==> src/rtl/countdown16_pkg.sv <==
// Shared definitions for the countdown16 timer: state encodings and default width.
package countdown16_pkg;

  localparam int DEFAULT_WIDTH = 16;

  // Encodings are fixed: IDLE=0, RUN=1.
  typedef enum logic {
    ST_IDLE = 1'b0,
    ST_RUN  = 1'b1
  } state_t;

endpackage

==> src/rtl/countdown16_dec16.sv <==
// Dec16: combinational minus-one (out = in - 1, modulo 2^WIDTH), ripple-borrow.
module Dec16 #(
  parameter int WIDTH = 16
) (
  input  logic [WIDTH-1:0] in,
  output logic [WIDTH-1:0] out
);

  // Borrow ripples upward from the LSB until the first set bit absorbs it.
  always_comb begin
    logic v_borrow;
    v_borrow = 1'b1;
    out      = '0;
    for (int i = 0; i < WIDTH; i++) begin
      out[i]   = in[i] ^ v_borrow;
      v_borrow = v_borrow & ~in[i];
    end
  end

endmodule

==> src/rtl/countdown16.sv <==
// countdown16: loadable down-counter with terminal-count pulse and optional auto-reload.
//
// state | meaning
// IDLE  | counter parked; count holds, waits for load
// RUN   | counting down on en strobes; count is always >= 1 here
module countdown16
  import countdown16_pkg::*;
#(
  parameter int WIDTH = DEFAULT_WIDTH
) (
  input  logic             clk,
  input  logic             reset,
  input  logic             load,
  input  logic [WIDTH-1:0] in,
  input  logic             en,
  input  logic             stop,
  input  logic             auto_reload,
  output logic [WIDTH-1:0] count,
  output logic             busy,
  output logic             done
);

  state_t           r_state;
  logic [WIDTH-1:0] r_count;
  logic [WIDTH-1:0] r_reload;
  logic             r_done;
  logic [WIDTH-1:0] w_count_dec;
  logic             w_at_one;

  Dec16 #(.WIDTH(WIDTH)) u_dec (
    .in  (r_count),
    .out (w_count_dec)
  );

  assign w_at_one = (r_count == WIDTH'(1));

  // Single FSM/counter register block; priority load > stop > en, done defaults low.
  always_ff @(posedge clk or posedge reset) begin
    if (reset) begin
      r_state  <= ST_IDLE;
      r_count  <= '0;
      r_reload <= '0;
      r_done   <= 1'b0;
    end else begin
      r_done <= 1'b0;
      if (load) begin
        if (in != '0) begin
          r_count  <= in;
          r_reload <= in;
          r_state  <= ST_RUN;
        end else begin
          // A zero-length period completes at once.
          r_count <= '0;
          r_state <= ST_IDLE;
          r_done  <= 1'b1;
        end
      end else if (r_state == ST_RUN) begin
        if (stop) begin
          r_state <= ST_IDLE;
        end else if (en) begin
          if (!w_at_one) begin
            r_count <= w_count_dec;
          end else if (auto_reload) begin
            // Skip the zero value so the period is exactly r_reload ticks.
            r_count <= r_reload;
            r_done  <= 1'b1;
          end else begin
            r_count <= '0;
            r_state <= ST_IDLE;
            r_done  <= 1'b1;
          end
        end
      end
    end
  end

  assign count = r_count;
  assign busy  = (r_state == ST_RUN);
  assign done  = r_done;

endmodule

==> config.mk <==
export PLATFORM = sky130hd
export DESIGN_NAME = countdown16
export DESIGN_NICKNAME = d
export VERILOG_FILES = /design/src/rtl/countdown16_pkg.sv /design/src/rtl/countdown16_dec16.sv /design/src/rtl/countdown16.sv
export SDC_FILE = /design/constraint.sdc
export NUM_CORES = 1
export LEC_CHECK = 0
export ABC_AREA = 0
export CAP_MARGIN = 10
export CORE_MARGIN = 1
export CORE_UTILIZATION = 40
export DETAILED_ROUTE_END_ITERATION = 10
export HOLD_SLACK_MARGIN = 0.03
export PLACE_DENSITY = 0.75
export SLEW_MARGIN = 20
export SYNTH_ARGS = -nofsm -noshare
export SYNTH_HDL_FRONTEND = slang
export SYNTH_SLANG_ARGS = --single-unit
==> constraint.sdc <==
create_clock -name clk -period 5.7 [get_ports clk]
set_clock_uncertainty 0.2 [all_clocks]
set_input_delay 1.71 -clock clk [delete_from_list [all_inputs] [get_ports clk]]
set_output_delay 1.71 -clock clk [all_outputs]
set_load 0.01 [all_outputs]
==> results of run 1 <==
-- worst max path at each step --
stage                                     from                    end  slack (ps)  cells past startpoint
after CTS                 count[0]$_DFFE_PP0P_  count[15]$_DFFE_PP0P_        1640                     18
after detailed placement                 in[5]   count[0]$_DFFE_PP0P_        1500                      6
after global placement                   in[5]   count[0]$_DFFE_PP0P_        1540                      6
after global routing      count[0]$_DFFE_PP0P_  count[15]$_DFFE_PP0P_        1470                     18
final                     count[0]$_DFFE_PP0P_  count[15]$_DFFE_PP0P_        1690                     18
after floorplan           count[0]$_DFFE_PP0P_  count[15]$_DFFE_PP0P_        1920                     18
-- sequential cells by signal, summed over array words and instances, names as in the netlist --
name      flops
count        16
r_reload     16
busy          1
done          1
-- cell usage in the layout (no fill, tap or decap), types with 3 or more instances in the layout --
cell type	n
or4_4	3
nor4_1	3
or3_1	15
clkbuf_8	5
clkdlybuf4s50_1	39
buf_4	4
nand2_1	46
dfrtp_1	34
a41oi_1	15
nand3_1	16
nor2_1	16
inv_1	16
ha_1	15
-- worst max-delay path, stage by stage, from the launching register on --
cell and delay [ps]:
dfrtp_1 390, inv_1 90, ha_1 200, ha_1 180
ha_1 180, ha_1 180, ha_1 180, ha_1 180
ha_1 200, ha_1 190, ha_1 180, ha_1 180
ha_1 180, ha_1 180, ha_1 190, ha_1 210
xnor2_1 130, or3_1 310, a41oi_1 200
-- synthesized netlist by cell type --
cell      number  share of area [%]
nor2b_1        2               0.66
nor4_1         3               0.98
o41ai_4        1                1.4
nand3_1       16                4.2
or4_1          1               0.39
a41oi_1       15                6.9
ha_1          15                9.8
a21bo_1        1               0.52
a21o_1         2               0.79
buf_6          1               0.59
xnor2_1        1               0.46
nand2_1       46                9.0
a21oi_1        2               0.52
clkbuf_1      11                2.2
nand3b_1       1               0.39
o21ai_1        1               0.26
a31o_2         1               0.46
or4_4          3                1.8
a211o_1        1               0.46
or3_1         15                4.9
and4_1         1               0.46
nor3b_2        1               0.66
dfrtp_1       34                 45
nor3b_1        2               0.79
inv_1         16                3.1
buf_2          2               0.52
nor2_1        16                3.1
-- cells by family (layout without fill, tap and decap cells) --
kind of cell             count (synthesis)  count (layout)  synth area share, %
AND/OR/NAND/NOR                        107             107                 27.4
flip-flops                              34              34                 44.6
buffers and inverters                   30              66                 6.42
AO/OA/AOI/OAI                           24              24                 11.3
adder cells (fa/ha/maj)                 15              15                 9.83
XOR/XNOR                                 1               1                0.459
-- cell type report --
class,instances,area (um^2)
fillers,405,2070
multi-input cells,147,936
flip-flops and latches,34,851
repair buffers,43,420
clock buffers,7,76.3
well taps,52,65.1
inverters,16,60.1
-- routing by layer --
metal	share of wire [%]	up-vias	wire (um)	track usage [%]
met5	0	-	0	0
met4	1.8	0	78	8.22
met3	4.8	9	210	3.56
met2	49	47	2140	29.5
met1	45	793	1980	27.5
li1	-	807	-	-
-- power breakdown --
group	total [W]	internal [W]	switching [W]
registers	0.000295	0.000270	0.0000257
logic	0.000148	0.0000797	0.0000682
clock network	0.000166	0.0000840	0.0000815
-- per-stage QoR --
step | utilization (%) | std cells | area [um^2]
after floorplan | - | 211 | 1910
after global placement | 52.1 | 292 | 2330
after detailed placement | 52.1 | 292 | 2330
after CTS | 53.8 | 299 | 2410
after global routing | 53.8 | 299 | 2410
final | 53.8 | 299 | 2410
==> impl_metrics.env, run 1 <==
export IMPL_outcome="finished, violations left"
export IMPL_violations="design-rule violations"
export IMPL_crit_path_start_kind="flop"
export IMPL_hold_buffers=0
export IMPL_dp_hpwl_um=3210
export IMPL_worst_r2r_path_depth=18
export IMPL_cts_buffers=5
export IMPL_io_pins=40
export IMPL_post_cts_buffers=0
export IMPL_syn_avg_cell_area_um2=9.05
export IMPL_critPathMaxFanout=4
export IMPL_grt_pass1_vias=1597
export IMPL_slew_viol_final=0
export IMPL_peakVddDrop_v=0.000159
export IMPL_clock_latency_ps=290
export IMPL_synth_fp_nets=248
export IMPL_start_util_pct=42.7
export IMPL_dr_pass1_iters=7
export IMPL_io_buffers=39
export IMPL_drt_vias_per_instance=5.54
export IMPL_root_buffer="clkbuf_8"
export IMPL_rows=24
export IMPL_clock_tree_buffer_depth=2
export IMPL_min_from="r_reload[4]$_DFFE_PP0P_"
export IMPL_p_per_area_nw_per_um2=253
export IMPL_vias=1656
export IMPL_drtIter0Drc=133
export IMPL_drv_cap=0
export IMPL_syn_area_um2=1910
export IMPL_yosysWarningCount=0
export IMPL_fin_crit_ps=4010
export IMPL_clkTransAtPathRegs_ps=70
export IMPL_area_delta_synth_final_pct=26.1
export IMPL_cp_required_ps=5710
export IMPL_synth_distinct_cells=27
export IMPL_cts_resized=0
export IMPL_reg2reg_from="count[0]$_DFFE_PP0P_"
export IMPL_wirelength_um=4410
export IMPL_numClockSinks=34
export IMPL_grt_pass1_wl_um=7520
export IMPL_fin_crit_sh_pct=70.3
export IMPL_antenna_found_initial=0
export IMPL_fmax_mhz=250
export IMPL_insertedDiodeCount=0
export IMPL_slew_headroom_pct=32.7
export IMPL_post_route_drc_count=1
export IMPL_hp_class="flop to flop"
export IMPL_critPathCaptureType="flop"
export IMPL_grt_start_max_net_pins=35
export IMPL_ff2ff_setup_slack_ps=1690
export IMPL_synth_seq_area_share_pct=44.6
export IMPL_die_area_um2=5050
export IMPL_drive_above_1_share_pct=6.07
export IMPL_htreeDepth=2
export IMPL_hold_depth=2
export IMPL_cp_arrival_ps=4010
export IMPL_syn_inst=211
export IMPL_coreArea_um2=4470
export IMPL_ant_nets=0
export IMPL_worst_pin_slew_ps=1010
export IMPL_fin_ws_ps=1690
export IMPL_whs_ps=277
export IMPL_leakagePower_nw=1.14
export IMPL_hold_path_end="r_reload[4]$_DFFE_PP0P_"
export IMPL_cts_tree="yes"
export IMPL_die_w_um=71.1
export IMPL_worstSetupPathType="flop to flop"
export IMPL_rsz0062_at_grt="no"
export IMPL_gp_congestion=0.828
export IMPL_place_ws_ps=1500
export IMPL_setup_tns_ps=0
export IMPL_nets=284
export IMPL_dieHeight_um=71.1
export IMPL_track_usage_pct=19.5
export IMPL_r2r_end="count[15]$_DFFE_PP0P_"
export IMPL_finalPower_w=0.000609
export IMPL_ys_ff_latch=34
export IMPL_setup_violations=0
export IMPL_overflow=0
export IMPL_hold_violations=0
export IMPL_wl_per_cell_um=14.8
(Power assumes the default switching activity.)
==> run 2, diff against run 1 <==
==> constraint.sdc (replaced) <==
create_clock -name clk -period 3.8 [get_ports clk]
set_clock_uncertainty 0.2 [all_clocks]
set_input_delay 1.14 -clock clk [delete_from_list [all_inputs] [get_ports clk]]
set_output_delay 1.14 -clock clk [all_outputs]
set_load 0.01 [all_outputs]
==> run 2 against run 1 <==
Against the previous run:
- the run now ends clean
- final area increased by 4.5%
- count of clock-buffer cells in the layout did not move
- sequential share of layout area is 1.5 points lower
- utilization up 2.4 points
- largest power group unchanged
- worst setup slack lost 1600 ps
- worst hold slack lost 0.72 ps
- first-iteration DRC count shrank 17%
- combinational power is 63% higher
==> impl_metrics.env, run 2 (synthesis results as in run 1) <==
export IMPL_outcome="finished, final reports clean"
export IMPL_coreArea_um2=4470
export IMPL_post_dp_cell_area_um2=2380
export IMPL_slew_headroom_pct=60.3
export IMPL_met1_usage_pct=25.9
export IMPL_stdcell_count=307
export IMPL_critPathSlowestCell="dfrtp_1"
export IMPL_finalPower_w=0.000968
export IMPL_setup_tns_ps=0
export IMPL_worst_r2r_path_depth=18
export IMPL_area_delta_synth_final_pct=31.8
export IMPL_ant_nets=0
export IMPL_cp_required_ps=3830
export IMPL_internal_power_w=0.000681
export IMPL_cp_num_cells=18
export IMPL_hp_class="flop to flop"
export IMPL_use_met3_pct=6.98
export IMPL_vias=1721
export IMPL_fin_area_um2=2520
export IMPL_peakVddDrop_v=0.000253
export IMPL_cp_arrival_ps=3690
export IMPL_die_area_um2=5050
export IMPL_hold_violations=0
export IMPL_multi_input_comb_area_um2=976
export IMPL_pwr_share_seq_pct=45.9
export IMPL_gp_congestion=0.792
export IMPL_fmax_mhz=273
export IMPL_crit_path_start_kind="flop"
export IMPL_fin_crit_sh_pct=96.4
export IMPL_dr_pass1_iters=6
export IMPL_cp_top_family="adder cells"
export IMPL_r2r_end="count[15]$_DFFE_PP0P_"
export IMPL_clock_tree_buffer_depth=2
export IMPL_startpoint="count[0]$_DFFE_PP0P_"
export IMPL_reg2reg_from="count[0]$_DFFE_PP0P_"
export IMPL_critPathCaptureType="flop"
export IMPL_overflow=0
export IMPL_wirelength_um=4790
export IMPL_nets=291
export IMPL_numClockSinks=34
export IMPL_mostFrequentLayoutCells="nand2_1 (46), clkdlybuf4s50_1 (39), dfrtp_1 (34)"
export IMPL_power_share_switching_pct=29.6
export IMPL_cts_tree="yes"
export IMPL_io_buffers=39
export IMPL_ff2ff_setup_slack_ps=140
export IMPL_post_route_drc_count=0
export IMPL_start_util_pct=42.7
export IMPL_wl_per_cell_um=15.6
export IMPL_leakagePower_nw=1.16
export IMPL_fin_crit_ps=3660
export IMPL_io_pins=40
export IMPL_rows=24
export IMPL_die_w_um=71.1
export IMPL_setup_violations=0
export IMPL_power_frac_clock_pct=29.2
export IMPL_worstSetupPathType="flop to flop"
export IMPL_dp_cells=298
export IMPL_dp_hpwl_um=3440
export IMPL_power_net_switching_w=0.000286
export IMPL_drtIter0Drc=111
export IMPL_grt_start_max_net_pins=36
export IMPL_critPathMaxFanout=2
export IMPL_clkTransAtPathRegs_ps=70
export IMPL_slew_viol_final=0
export IMPL_p_per_area_nw_per_um2=385
export IMPL_seq_area_um2=851
export IMPL_cpMostUsedCell="ha_2"
export IMPL_drt_vias_per_instance=5.61
export IMPL_drive_above_1_share_pct=14.1
export IMPL_p_comb_share_pct=24.9
export IMPL_fillers=397
export IMPL_track_usage_pct=21.2
export IMPL_path_buf_inv=1
export IMPL_root_buffer="clkbuf_8"
export IMPL_setup_worst_path_end="count[15]$_DFFE_PP0P_"
export IMPL_grt_pass1_wl_um=8110
export IMPL_dieHeight_um=71.1
export IMPL_final_common_cell="nand2_1"
export IMPL_clock_latency_ps=300
export IMPL_rsz0062_at_grt="no"
export IMPL_worst_pin_slew_ps=595
export IMPL_cts_buffers=5
export IMPL_crit_chain="inv_1 > ha_1 > ha_1 > ha_1 > ha_2 > ha_2 > ha_2 > ha_2 > ha_2 > ha_1 > ha_2 > ha_2 > ha_2 > ha_2 > ha_2 > xnor2_1 > or3_1 > a41oi_2"
export IMPL_drv_cap=0
export IMPL_antenna_found_initial=0
export IMPL_grt_busiest_layer="met2"
export IMPL_grt_pass1_vias=1766
export IMPL_use_met2_pct=34.6
export IMPL_insertedDiodeCount=0
export IMPL_htreeDepth=2
export IMPL_cp_slowest_stage_delay_ps=340
==> run 2: cell types whose count changed in the layout (fill, tap and decap cells not counted) <==
cell	change
a41oi_2	+2
clkinv_2	+1
clkbuf_8	+1
buf_4	+7
ha_2	+10
ha_1	-10
a41oi_1	-2
clkbuf_1	-1
==> run 2: power groups by stage <==
stage	logic, W	registers (W)	clock network (W)
3_5_place_dp	0.000234	0.000450	0
2_1_floorplan	0.000105	0.000454	0
6_report	0.000241	0.000444	0.000282
5_1_grt	0.000268	0.000450	0.000303
4_1_cts	0.000238	0.000444	0.000282
3_3_place_gp	0.000230	0.000449	0
==> run 2: layout make-up <==
type,count,share of cell area (%)
clock buffer,7,3.43
clock inverter,1,0.199
inverter,16,2.39
multi-input combinational,147,38.8
sequential,34,33.8
tap,52,2.59
timing repair buffer,50,18.8
==> run 2: stage by stage <==
stage	worst slack (ps)	util [%]	hold slack, ps
6_report	135	56.2	276
5_1_grt	1.46	56.2	296
4_1_cts	3.21	55.7	279
3_5_place_dp	-31.3	53.1	262
3_3_place_gp	34.0	53.1	257
2_1_floorplan	19.5	-	244
==> run 2: worst min path at each step <==
| stage | start | to | slack (ps) | cells after the start |
|---|---|---|---|---|
| 2_1_floorplan | r_reload[11]$_DFFE_PP0P_ | r_reload[11]$_DFFE_PP0P_ | 240 | 2 |
| 6_report | r_reload[14]$_DFFE_PP0P_ | r_reload[14]$_DFFE_PP0P_ | 280 | 2 |
| 3_5_place_dp | r_reload[7]$_DFFE_PP0P_ | r_reload[7]$_DFFE_PP0P_ | 260 | 2 |
| 5_1_grt | r_reload[7]$_DFFE_PP0P_ | r_reload[7]$_DFFE_PP0P_ | 300 | 2 |
| 4_1_cts | r_reload[14]$_DFFE_PP0P_ | r_reload[14]$_DFFE_PP0P_ | 280 | 2 |
| 3_3_place_gp | r_reload[15]$_DFFE_PP0P_ | r_reload[15]$_DFFE_PP0P_ | 260 | 2 |
==> run 2: what timing repair did <==
item | in CTS | in global routing
setup buffers | 0 | 1
hold buffers | 0 | 0
resized for setup | 6 | 6
setup endpoints to repair | 2 | 2
pin swaps | 4 | 2
==> run 2: metal layers <==
metal	routed length, um	vias up
met5	0	-
met3	238	10
met2	2380	63
met1	2060	830
met4	114	0
li1	-	818
==> run 2: worst min-delay path, stage by stage (launching register included) <==
cell     delay (ps)
dfrtp_1         340
nand2_1          50
nand2_1          60
